[src/rtl/req_ack_responder.sv]
// Responder side of the single-cycle req/ack handshake: returns one ack per accepted
// req after a fixed delay, polices pulse width and spacing, and counts events.
module req_ack_responder #(
  parameter int unsigned ACK_DELAY = 4,
  parameter int unsigned MIN_GAP   = 8,
  parameter int unsigned CNT_W     = 32
) (
  input  logic             clk,
  input  logic             rst,
  input  logic             req,
  input  logic             err_clr,
  output logic             ack,
  output logic             busy,
  output logic             err_short,
  output logic             err_wide,
  output logic [CNT_W-1:0] req_count,
  output logic [CNT_W-1:0] ack_count
);

  localparam int unsigned            GAP_W   = $clog2(MIN_GAP + 1);
  localparam logic [GAP_W-1:0]       GAP_MAX = GAP_W'(MIN_GAP);

  typedef enum logic [1:0] {ST_IDLE, ST_PENDING, ST_HOLDOFF} state_e;

  logic                 req_q;
  logic [GAP_W-1:0]     gap_cnt;
  logic [ACK_DELAY-1:0] line;
  logic                 rise;
  logic                 gap_ok;
  logic                 accept;
  state_e               state;

  always_comb begin
    rise   = req & ~req_q;
    gap_ok = (gap_cnt == GAP_MAX);
    accept = rise & gap_ok;
  end

  // NOTE: every flop below uses <= so all stages sample the pre-edge values;
  // blocking assignments here would collapse the delay line into a single stage.
  always_ff @(posedge clk) begin
    if (rst) begin
      req_q     <= 1'b0;
      gap_cnt   <= GAP_MAX;
      err_short <= 1'b0;
      err_wide  <= 1'b0;
    end else begin
      req_q <= req;
      if (accept)       gap_cnt <= GAP_W'(1);
      else if (!gap_ok) gap_cnt <= gap_cnt + GAP_W'(1);
      // A new violation in the same cycle as err_clr keeps the flag set.
      err_wide  <= (req & req_q)   | (err_wide  & ~err_clr);
      err_short <= (rise & ~gap_ok) | (err_short & ~err_clr);
    end
  end

  // NOTE: the delay line is cleared on reset on purpose: in-flight acks are
  // dropped rather than delivered into a freshly reset link.
  always_ff @(posedge clk) begin
    if (rst) begin
      line      <= '0;
      req_count <= '0;
      ack_count <= '0;
    end else begin
      line[0] <= accept;
      for (int i = 1; i < int'(ACK_DELAY); i++) line[i] <= line[i-1];
      if (accept) req_count <= req_count + CNT_W'(1);
      if (ack)    ack_count <= ack_count + CNT_W'(1);
    end
  end

  assign ack = line[ACK_DELAY-1];

  // busy covers every stage except the output one, so a one-stage line is never busy.
  if (ACK_DELAY == 1) begin : g_no_busy
    assign busy = 1'b0;
  end else begin : g_busy
    assign busy = |line[ACK_DELAY-2:0];
  end

  // Protocol phase, derived from existing state for coverage only.
  always_comb begin
    state = ST_IDLE;
    if (busy)         state = ST_PENDING;
    else if (!gap_ok) state = ST_HOLDOFF;
  end

  c_pending_to_holdoff : cover property (@(posedge clk) disable iff (rst)
    ($past(state) == ST_PENDING) && (state == ST_HOLDOFF));
  c_pending_to_idle    : cover property (@(posedge clk) disable iff (rst)
    ($past(state) == ST_PENDING) && (state == ST_IDLE));
  c_holdoff_to_idle    : cover property (@(posedge clk) disable iff (rst)
    ($past(state) == ST_HOLDOFF) && (state == ST_IDLE));

endmodule

[config.mk]
export PLATFORM = sky130hd
export DESIGN_NAME = req_ack_responder
export DESIGN_NICKNAME = d
export VERILOG_FILES = /design/src/rtl/req_ack_responder.sv
export SDC_FILE = /design/constraint.sdc
export NUM_CORES = 1
export LEC_CHECK = 0
export ABC_AREA = 1
export CORE_AREA = 2 2 85 87
export CTS_BUF_LIST = sky130_fd_sc_hd__clkbuf_2
export DETAILED_ROUTE_END_ITERATION = 12
export DIE_AREA = 0 0 87 89
export PLACE_DENSITY = 0.95
export SETUP_SLACK_MARGIN = 0.2
export SLEW_MARGIN = 20
export SYNTH_ARGS = -nofsm -noshare
export SYNTH_HDL_FRONTEND = slang
export SYNTH_SLANG_ARGS = --single-unit
[constraint.sdc]
create_clock -name clk -period 3.9 [get_ports clk]
set_input_delay 0.78 -clock clk [delete_from_list [all_inputs] [get_ports clk]]
set_output_delay 0.78 -clock clk [all_outputs]
set_load 0.01 [all_outputs]
**Yosys cells after proc, flatten, opt, wreduce, memory -nomap -nowiden**

Cells that the tools add are included.

- Register bits: 75
- Latch bits: 0
- Memory bits (writable): 0
- ROM bits: 0
- Output and inout port bits: 68
- Word-level logic and storage cells: 28
- Memories kept: 0

- $add $sub $neg: 3
- Multipliers: 0
- Divide/modulo/power cells: 0
- Magnitude comparators: 0
- Equal/unequal tests: 2
- Shift operators: 0
- Muxes and demuxes: 2
- Bitwise logic cells: 11
- Reductions and logical operators: 2

Operator list:

| operator | number |
|---|---|
| $add 32x1->32 const B | 2 |
| $mux 4 | 2 |
| $and 1x1->1 | 6 |
| $add 4x1->4 const B | 1 |
| $eq 4x4->1 const B | 1 |
| $not 1->1 | 3 |
| $reduce_or 3->1 | 1 |
| $ne 2x1->1 const B | 1 |
| $or 1x1->1 | 2 |
| $reduce_or 2->1 | 1 |

**Logic depth before layout (Yosys ltp)**

Gate-level depths: netlist of run 1.

- Word-level depth: 4
- Depth in mapped cells: 10

**Worst setup path after synthesis of run 1**

Ideal clock, no wire load.

- Path type: in2reg
- From: input port req
- To: register req_count[13]
- Arrival time: 1.543 ns
- Setup slack: 2.238 ns
- Cell stages on the path: 7
- Path buffers: 0
- Path through: nand2_1 -> inv_2 -> nand2_4 -> nor2_8 -> nand2_4 -> nor3b_1 -> nor2_1

- Longest elaborated chain between the ends: 2

Ends and longest elaborated chain:

| item | line | source |
|---|---|---|
| start: declaration | 10 | `input logic req,` |
| $and 1x1->1 | 34 | `rise = req & ~req_q;` |
| $and 1x1->1 | 36 | `accept = rise & gap_ok;` |
| end signal: assignment | 67 | `if (accept) req_count <= req_count + CNT_W'(1);` |
| end: declaration | 16 | `output logic [CNT_W-1:0] req_count,` |

Every way passes these cells.
A chain may end at the register's enable or synchronous reset.

**Worst setup path after layout of run 1**

- From: register line[3]
- To: output port ack

RTL lines:

| item | line | source |
|---|---|---|
| start: declaration | 27 | `logic [ACK_DELAY-1:0] line;` |
| start signal: assignment | 61 | `line <= '0;` |
| end: declaration | 12 | `output logic ack,` |

No word-level cell between the ends.

==> run_results.csv, run 1 <==
group,metric,value,unit
synth,postSynthCellCount,590,
layout,fill_cells,553,
status,status,"complete, no violations",
layout,drive_above_1_share,7.34,%
setup_path,worstPathRequired,3.12,ns
global_route,overflow,0,
layout,fin_util,70.7,%
clock_tree,cts_num_sinks,75,
synth,synth_fp_nets,598,
setup_path,end_kind,"output pin",
global_route,grtUsageMet1,30.5,%
setup_path,crit_type,"reg -> out",
setup_path,cp_num_buf_inv,1,
synth,yosys_register_bits,75,
floorplanning,dieArea,7740,sq um
global_route,top_usage_layer,"met2",
global_route,grt_max_degree,31,
routing,wl,9620,um
clock_tree,post_cts_resized,0,
clock_tree,worstSkewPairLatency,0.52,ns
routing,drc,0,
global_route,grtUsageTotal,25.8,%
power,p_sw_share,31.3,%
placement,dp_hpwl,7090,um
power,leakage,1.79,nW
timing,setup_viol,0,
global_route,grt.met2_usage,45.0,%
floorplanning,rows,30,
routing,dr.pass1.iters,5,
timing,relSlewSlack,56.9,%
power,clock_power_share,24.3,%
timing,fin_crit_sh,65.2,%
synth,netlist_area,3890,sq um
global_route,use_met3,5.08,%
placement,dp.cells,734,
floorplanning,top_level_ports,72,
setup_path,critPathArrivalTime,1.76,ns
layout,fin_cells,748,
clock_tree,clk_pin_slew,0.18,ns
synth,synth_warnings,0,
synth,yosysTopAreaCell,"dfxtp_1",
floorplanning,die_h,89,um
clock_tree,htreeDepth,3,
timing,hold_viol,0,
floorplanning,die_x,87,um
routing,drt-vias-per-instance,5.44,
synth,synth_top_area_share,38.5,%
routing,wire_per_inst,12.9,um
min_path,hp-class,"reg -> reg",
timing,setup-tns-final,0,ns
placement,place_ws,1.45,ns
clock_tree,cts_root_buffer,"clkbuf_2",
setup_path,path_cells,"clkdlybuf4s50_1",
floorplanning,start_util,58.0,%
floorplanning,core,6720,sq um
placement,gp_congestion,0.937,
routing,ant_nets,0,
clock_tree,clock_path_buffers,2,
synth,synth.avg_cell_area,6.60,sq um
timing,rsz0062_at_grt,"false",
layout,nNetsFinal,673,
clock_tree,cts_tree,"built",
synth,synth_top_cells_by_area,"dfxtp_1 (39%), nand2_1 (13%), nor2_1 (9.5%)",
global_route,grt_pass1_wl,16000,um
layout,diodes,0,
global_route,grt_pass1_vias,3835,
layout,layout_commonest_cell,"nand2_1",
power,p_seq_share,59.0,%
power,p_per_area,292,nW/um^2
routing,vias,4072,
timing,tightest_slew,0.641,ns
timing,finalWorstSetupSlack,1.36,ns
routing,first_iter_violations,249,
synth,ys_types,33,
synth,synth-edff-count,0,
power,pwr-share-comb,16.7,%
setup_path,path_delay_family,"flip-flops",
setup_path,slowest_delay,0.63,ns
job,max_cap_viol_count,0,
timing,max_freq,0.393,GHz
synth,synthFlopType,"dfxtp_1",
global_route,antenna_found_initial,0,
clock_tree,postCtsHoldBufs,0,
synth,async_reset_ff_share,0,%
power,p_sw,0.434,mW
setup_path,critical_path_peak_fanout,12,
synth,yosysSeqAreaShare,38.5,%
timing,drv_slew,0,
power,internal-power,0.953,mW
clock_tree,post_cts_buffers,0,
placement,port_buffers,71,
setup_path,critPathLaunchType,"register",
power,peakVddDrop,187,uV
layout,final_cell_mix,"nand2_1 (133), nor2_1 (99), inv_1 (79)",
layout,syn_to_final_growth,21.9,%
setup_path,crit_slowest_cell,"dfxtp_1",
clock_tree,cts_buffers,9,
timing,fin_crit,2.54,ns
timing,fin_worst_skew,0.0176,ns
## layer usage
| metal | wire length, um | share of wire [%] |
|---|---|---|
| met1 | 3910 | 41 |
| met2 | 4620 | 48 |
| met3 | 914 | 9.5 |
| met5 | 0 | 0 |
| met4 | 168 | 1.7 |
## state kept, by name, summed over array words and instances (netlist names)
register   flops
err_wide       1
req_q          1
err_short      1
line           4
gap_cnt        4
req_count     32
ack_count     32
## through the flow
| stage | cell area (sq um) | total power, mW | hold WS [ns] |
|---|---|---|---|
| floorplan | 3890 | 0.994 | 0.409 |
| global placement | 4680 | 1.05 | 0.417 |
| detailed placement | 4680 | 1.07 | 0.425 |
| CTS | 4750 | 1.39 | 0.449 |
| global route | 4750 | 1.44 | 0.443 |
| finish | 4750 | 1.39 | 0.446 |
## path summary, 6_finish.rpt
| check | cells past startpoint | from | slack, ns | to |
|---|---|---|---|---|
| setup reg to reg | 5 | line[3] | 2.04 | ack_count[25] |
| setup / recovery | 1 | line[3] | 1.36 | ack |
| hold / removal | 2 | line[1] | 0.45 | line[2] |
| hold reg to reg | 2 | line[1] | 0.45 | line[2] |
## power groups by stage
stage               combinational [mW]  sequential [mW]  clock, mW
floorplan                        0.161            0.834          0
global placement                 0.217            0.833          0
detailed placement               0.233            0.834          0
CTS                              0.233            0.818      0.340
global route                     0.258            0.823      0.364
finish                           0.232            0.818      0.337
## final cells by class
type	instances	area, sq um	share of cell area (%)
inverter	86	323	6.80
clock inverter	4	20.0	0.421
sequential	75	1500	31.6
timing repair buffer	73	726	15.3
multi-input combinational	420	2030	42.7
clock buffer	10	50.0	1.05
tap	80	100	2.11
## cells in the mapped netlist (3+ instances only)
master / number
nand3_1: 45
ha_1: 4
o21bai_1: 3
inv_1: 79
xor2_1: 6
nand2_2: 5
inv_2: 6
nand2_1: 133
xnor2_1: 3
dfxtp_1: 75
nor2_4: 4
nor3_1: 14
nor2_2: 12
clkbuf_1: 6
nor2_1: 99
o21ai_0: 19
o21ai_1: 6
nand4_1: 25
a21oi_1: 28
## logic make-up (layout without fill, tap and decap cells)
family,after synthesis,count (layout),synth area share [%]
buf+inv,95,173,9.35
flops,75,75,38.5
xor+xnor,9,9,2.02
simple gates,346,346,40.3
fa+ha+maj,4,4,1.28
compound gates,61,61,8.54
(Power assumes the default switching activity.)
==> run 2, diff against run 1 <==
--- a/config.mk
+++ b/config.mk
@@ -6,11 +6,11 @@
 export NUM_CORES = 1
 export LEC_CHECK = 0
 export ABC_AREA = 1
-export CORE_AREA = 2 2 85 87
+export CORE_AREA = 2 2 88 90
 export CTS_BUF_LIST = sky130_fd_sc_hd__clkbuf_2
 export DETAILED_ROUTE_END_ITERATION = 12
-export DIE_AREA = 0 0 87 89
-export PLACE_DENSITY = 0.95
+export DIE_AREA = 0 0 90 92
+export PLACE_DENSITY = 0.91
 export SETUP_SLACK_MARGIN = 0.2
 export SLEW_MARGIN = 20
 export SYNTH_ARGS = -nofsm -noshare
==> constraint.sdc (replaced) <==
create_clock -name clk -period 2.55 [get_ports clk]
set_input_delay 0.51 -clock clk [delete_from_list [all_inputs] [get_ports clk]]
set_output_delay 0.51 -clock clk [all_outputs]
set_load 0.01 [all_outputs]
==> run_results.csv, run 2 (same netlist as run 1, synthesis figures left out) <==
group,metric,value,unit
layout,fill_cells,672,
min_path,hold_depth,2,
global_route,grtUsageTotal,24.0,%
power,peakVddDrop,244,uV
timing,hold_viol,0,
setup_path,cp_num_cells,1,
placement,dp_hpwl,7090,um
global_route,grt_pass1_vias,3864,
setup_path,cp_num_buf_inv,1,
global_route,antenna_found_initial,0,
timing,fin_worst_skew,0.0282,ns
timing,drv_slew,0,
global_route,top_usage_layer,"met2",
global_route,overflow,0,
layout,diodes,0,
routing,wire_per_inst,12.5,um
layout,multiInputGateArea,2030,sq um
routing,drt-vias-per-instance,5.29,
layout,final_cell_mix,"nand2_1 (133), nor2_1 (99), inv_1 (79)",
min_path,worstHoldStart,"line[2]",
min_path,hp-class,"reg -> reg",
setup_path,path_delay_family,"buffers and inverters",
timing,finalWorstSetupSlack,0.396,ns
layout,largestRegisters,"ack_count: 32 flops, req_count: 32 flops",
min_path,whs_endpoint,"line[3]",
status,status,"complete, no violations",
layout,nNetsFinal,673,
placement,place_ws,0.551,ns
setup_path,critical_path_peak_fanout,7,
floorplanning,core,7450,sq um
global_route,grt_max_degree,45,
job,max_cap_viol_count,0,
setup_path,worstReg2RegEnd,"req_count[24]",
power,p_per_area,445,nW/um^2
clock_tree,clock_path_buffers,2,
floorplanning,top_level_ports,72,
setup_path,reg2reg_depth,7,
setup_path,crit_type,"reg -> out",
global_route,grt.met2_usage,42.4,%
floorplanning,start_util,52.3,%
layout,final-seq-area,1500,sq um
timing,setup_viol,0,
timing,holdWs,0.435,ns
clock_tree,htreeDepth,3,
setup_path,crit_slowest_cell,"clkdlybuf4s50_1",
timing,relSlewSlack,60.8,%
placement,dpl_cell_area,4710,sq um
clock_tree,clk_pin_slew,0.19,ns
setup_path,worstPathRequired,2.04,ns
global_route,grtUsageMet1,27.8,%
setup_path,end_kind,"output pin",
timing,tightest_slew,0.584,ns
routing,ant_nets,0,
layout,drive_above_1_share,7.77,%
floorplanning,die_x,90,um
clock_tree,cts_root_buffer,"clkbuf_2",
clock_tree,cts_num_sinks,75,
placement,port_buffers,71,
routing,dr.pass1.iters,4,
clock_tree,post_cts_buffers,0,
timing,max_freq,0.464,GHz
setup_path,slowest_delay,0.61,ns
clock_tree,cts_tree,"built",
floorplanning,rows,32,
setup_path,critPathArrivalTime,1.64,ns
timing,rsz0062_at_grt,"false",
routing,drc,0,
setup_path,path_cells,"clkdlybuf4s50_1",
timing,fin_crit_sh,84.5,%
floorplanning,die_h,92,um
timing,setup-tns-final,0,ns
global_route,use_met3,4.93,%
clock_tree,worstSkewPairLatency,0.53,ns
clock_tree,cts_buffers,9,
layout,layout_commonest_cell,"nand2_1",
setup_path,critPathLaunchType,"register",
routing,wl,9630,um
setup_path,ff2ff_setup_slack,0.83,ns
layout,fin_area,4790,sq um
floorplanning,dieArea,8280,sq um
power,leakage,1.79,nW
routing,vias,4081,
timing,fin_crit,2.15,ns
routing,first_iter_violations,171,
setup_path,rr_startpoint,"req_count[10]",
global_route,grt_pass1_wl,16500,um
placement,gp_congestion,0.918,
layout,syn_to_final_growth,22.9,%
run 2: changes by cell type in the layout (fill, tap and decap cells not counted), sizes merged:
cell      before  now
clkbuf        10    9
clkinv         4    5
clkinvlp       1    2
run 2: timing repair:
| item | 4_1_cts | 5_1_grt |
|---|---|---|
| hold endpoints to repair | 0 | 0 |
| gates resized for setup | 0 | 1 |
| endpoints found under the setup margin | 0 | 1 |
| hold buffers | 0 | 0 |
run 2: area by class of cell:
class	instances	share of cell area (%)
clock buffer	9	0.941
clock inverter	6	0.706
inverter	86	6.74
multi-input combinational	420	42.4
sequential	75	31.4
tap	102	2.67
timing repair buffer	73	15.2
run 2: worst max-delay path by stage:
stage | from | end
floorplan | ack_count[0] | ack_count[26]
global placement | req | req_count[13]
detailed placement | req | req_count[13]
CTS | line[3] | ack
global route | req_count[18] | req_count[18]
finish | req_count[18] | req_count[18]
run 2: power breakdown:
part	internal (mW)	leakage, nW	switching (mW)
sequential	1.22	0.606	0.0357
clock	0.114	0.0510	0.422
combinational	0.125	1.13	0.218
total	1.46	1.79	0.676
run 2: stage by stage:
step           utilization, %  total power, mW  instances
2_1_floorplan               -             1.52        590
3_3_place_gp             63.2             1.60        756
3_5_place_dp             63.2             1.62        756
4_1_cts                  64.3             2.14        771
5_1_grt                  64.3             2.24        771
6_report                 64.3             2.13        771
run 2: worst min-delay path, cell delays in order, from the launching register on:
cell	delay (ns)
dfxtp_1	0.34
inv_1	0.06
nor2_1	0.04
run 2: per-layer routing:
metal | vias to the layer above | share of wire [%]
met5 | - | 0
met4 | 0 | 2.6
met3 | 24 | 6.6
met2 | 158 | 48
met1 | 1865 | 42
li1 | 2034 | -
==> run 3, diff against run 2 <==
--- a/config.mk
+++ b/config.mk
@@ -6,11 +6,11 @@
 export NUM_CORES = 1
 export LEC_CHECK = 0
 export ABC_AREA = 1
-export CORE_AREA = 2 2 88 90
+export CORE_AREA = 2 2 93 95
 export CTS_BUF_LIST = sky130_fd_sc_hd__clkbuf_2
 export DETAILED_ROUTE_END_ITERATION = 12
-export DIE_AREA = 0 0 90 92
-export PLACE_DENSITY = 0.91
+export DIE_AREA = 0 0 95 97
+export PLACE_DENSITY = 0.87
 export SETUP_SLACK_MARGIN = 0.2
 export SLEW_MARGIN = 20
 export SYNTH_ARGS = -nofsm -noshare
==> constraint.sdc (replaced) <==
create_clock -name clk -period 1.8 [get_ports clk]
set_input_delay 0.36 -clock clk [delete_from_list [all_inputs] [get_ports clk]]
set_output_delay 0.36 -clock clk [all_outputs]
set_load 0.01 [all_outputs]
==> run_results.csv, run 3 (same netlist as run 1, synthesis figures left out) <==
group,metric,value,unit
status,status,"complete, no violations",
power,p_sw_share,29.7,%
setup_path,end_kind,"output pin",
global_route,use_met3,5.30,%
clock_tree,clk_pin_slew,0.19,ns
global_route,overflow,0,
layout,drive_above_1_share,33.8,%
floorplanning,top_level_ports,72,
placement,gp_congestion,0.953,
layout,syn_to_final_growth,51.3,%
global_route,grtUsageTotal,26.0,%
setup_path,crit_slowest_cell,"dfxtp_2",
routing,drc,0,
timing,rsz0062_at_grt,"true",
min_path,worstHoldStart,"req",
global_route,grt_pass1_vias,4357,
clock_tree,cts_buffers,9,
setup_path,critPathLaunchType,"register",
power,clock_power_share,29.1,%
timing,tightest_slew,0.334,ns
routing,first_iter_violations,208,
layout,diodes,0,
timing,fin_crit,1.61,ns
routing,wl,12400,um
clock_tree,htreeDepth,3,
floorplanning,die_x,95,um
global_route,grt_max_degree,31,
global_route,top_usage_layer,"met2",
floorplanning,start_util,47.9,%
layout,nNetsFinal,763,
setup_path,worstPathRequired,1.44,ns
clock_tree,worstSkewPairLatency,0.49,ns
layout,largestRegisters,"ack_count: 32 flops, req_count: 32 flops",
setup_path,rr_startpoint,"req_count[1]",
power,pwr-share-comb,21.0,%
clock_tree,cts_tree,"built",
placement,port_buffers,71,
global_route,grtUsageMet1,29.7,%
power,p_per_area,593,nW/um^2
clock_tree,clock_path_buffers,2,
floorplanning,rows,33,
power,p_seq_share,49.9,%
setup_path,critPathLaunch,"ack_count[1]",
power,p_sw,1.04,mW
min_path,hp-class,"in -> reg",
global_route,grt_pass1_wl,19400,um
timing,fin_worst_skew,0.0221,ns
layout,layout_commonest_cell,"nand2_1",
global_route,antenna_found_initial,0,
setup_path,critPathArrivalTime,1.25,ns
routing,drt-vias-per-instance,5.33,
routing,ant_nets,0,
setup_path,slowest_delay,0.37,ns
routing,dr.pass1.iters,5,
routing,wire_per_inst,14.4,um
job,max_cap_viol_count,0,
setup_path,path_cells,"buf_4, dlygate4sd2_1",
global_route,grt.met2_usage,46.3,%
power,internal-power,2.46,mW
clock_tree,cts_num_sinks,75,
setup_path,crit_type,"reg -> out",
power,peakVddDrop,376,uV
timing,max_freq,0.621,GHz
clock_tree,postCtsHoldBufs,0,
timing,setup_viol,0,
placement,dp.cells,771,
power,total_power,3.50,mW
routing,vias,4596,
floorplanning,die_h,97,um
placement,dp_hpwl,7490,um
timing,fin_crit_sh,89.5,%
layout,fin_cells,863,
timing,relSlewSlack,77.6,%
floorplanning,core,8130,sq um
timing,hold_viol,0,
layout,final_cell_mix,"nand2_1 (123), nor2_1 (87), buf_4 (87)",
timing,drv_slew,0,
floorplanning,dieArea,9220,sq um
power,leakage,2.75,nW
clock_tree,cts_root_buffer,"clkbuf_2",
setup_path,critical_path_peak_fanout,3,
run 3: worst paths after layout:
path	to	slack, ns	cells past startpoint
worst min-delay path	req_q	0.43	3
worst max-delay path	ack_count[1]	0.19	2
worst max register to register	req_count[16]	0.22	9
worst min register to register	line[3]	0.45	2
run 3: per-layer routing:
layer  routed length (um)  up-vias
met5                    0        -
met4                  369        0
met3                  983       37
met2                 6370      239
met1                 4680     2103
li1                     -     2217
run 3: final cells by class:
| class | count | area (sq um) |
|---|---|---|
| fillers | 570 | 2240 |
| clock buffers | 10 | 50.0 |
| repair buffers | 163 | 1350 |
| multi-input cells | 420 | 2320 |
| inverters | 86 | 325 |
| flip-flops and latches | 75 | 1650 |
| clock inverters | 4 | 67.6 |
| well taps | 105 | 131 |
run 3: stage by stage:
step	util [%]	TNS [ns]	hold slack, ns	instance area (sq um)	setup WS [ns]
after floorplan	-	0	0.409	3890	0.284
after global placement	59.2	0	0.416	4810	0.00944
after detailed placement	59.2	-0.165	0.423	4810	-0.0635
after CTS	67.4	0	0.413	5480	0.0192
after global routing	72.5	0	0.398	5890	0.103
final	72.5	0	0.434	5890	0.189
run 3: critical path: cells and delay by family, from the launching register on:
kind,cells,cell delay (ns)
buffers and inverters,2,0.40
DFF,1,0.37
run 3: power by group through the flow:
| stage | combinational, mW | sequential [mW] | clock, mW |
|---|---|---|---|
| finish | 0.734 | 1.75 | 1.02 |
| global route | 0.802 | 1.75 | 1.11 |
| CTS | 0.624 | 1.73 | 1.03 |
| detailed placement | 0.563 | 1.81 | 0 |
| global placement | 0.531 | 1.80 | 0 |
| floorplan | 0.348 | 1.81 | 0 |
run 3: timing repair:
item                                   CTS  global route
setup buffers                           56            22
setup endpoints to repair               87            59
resized for setup                      179            77
pin swaps                                6            32
endpoints found under the hold margin    0             0
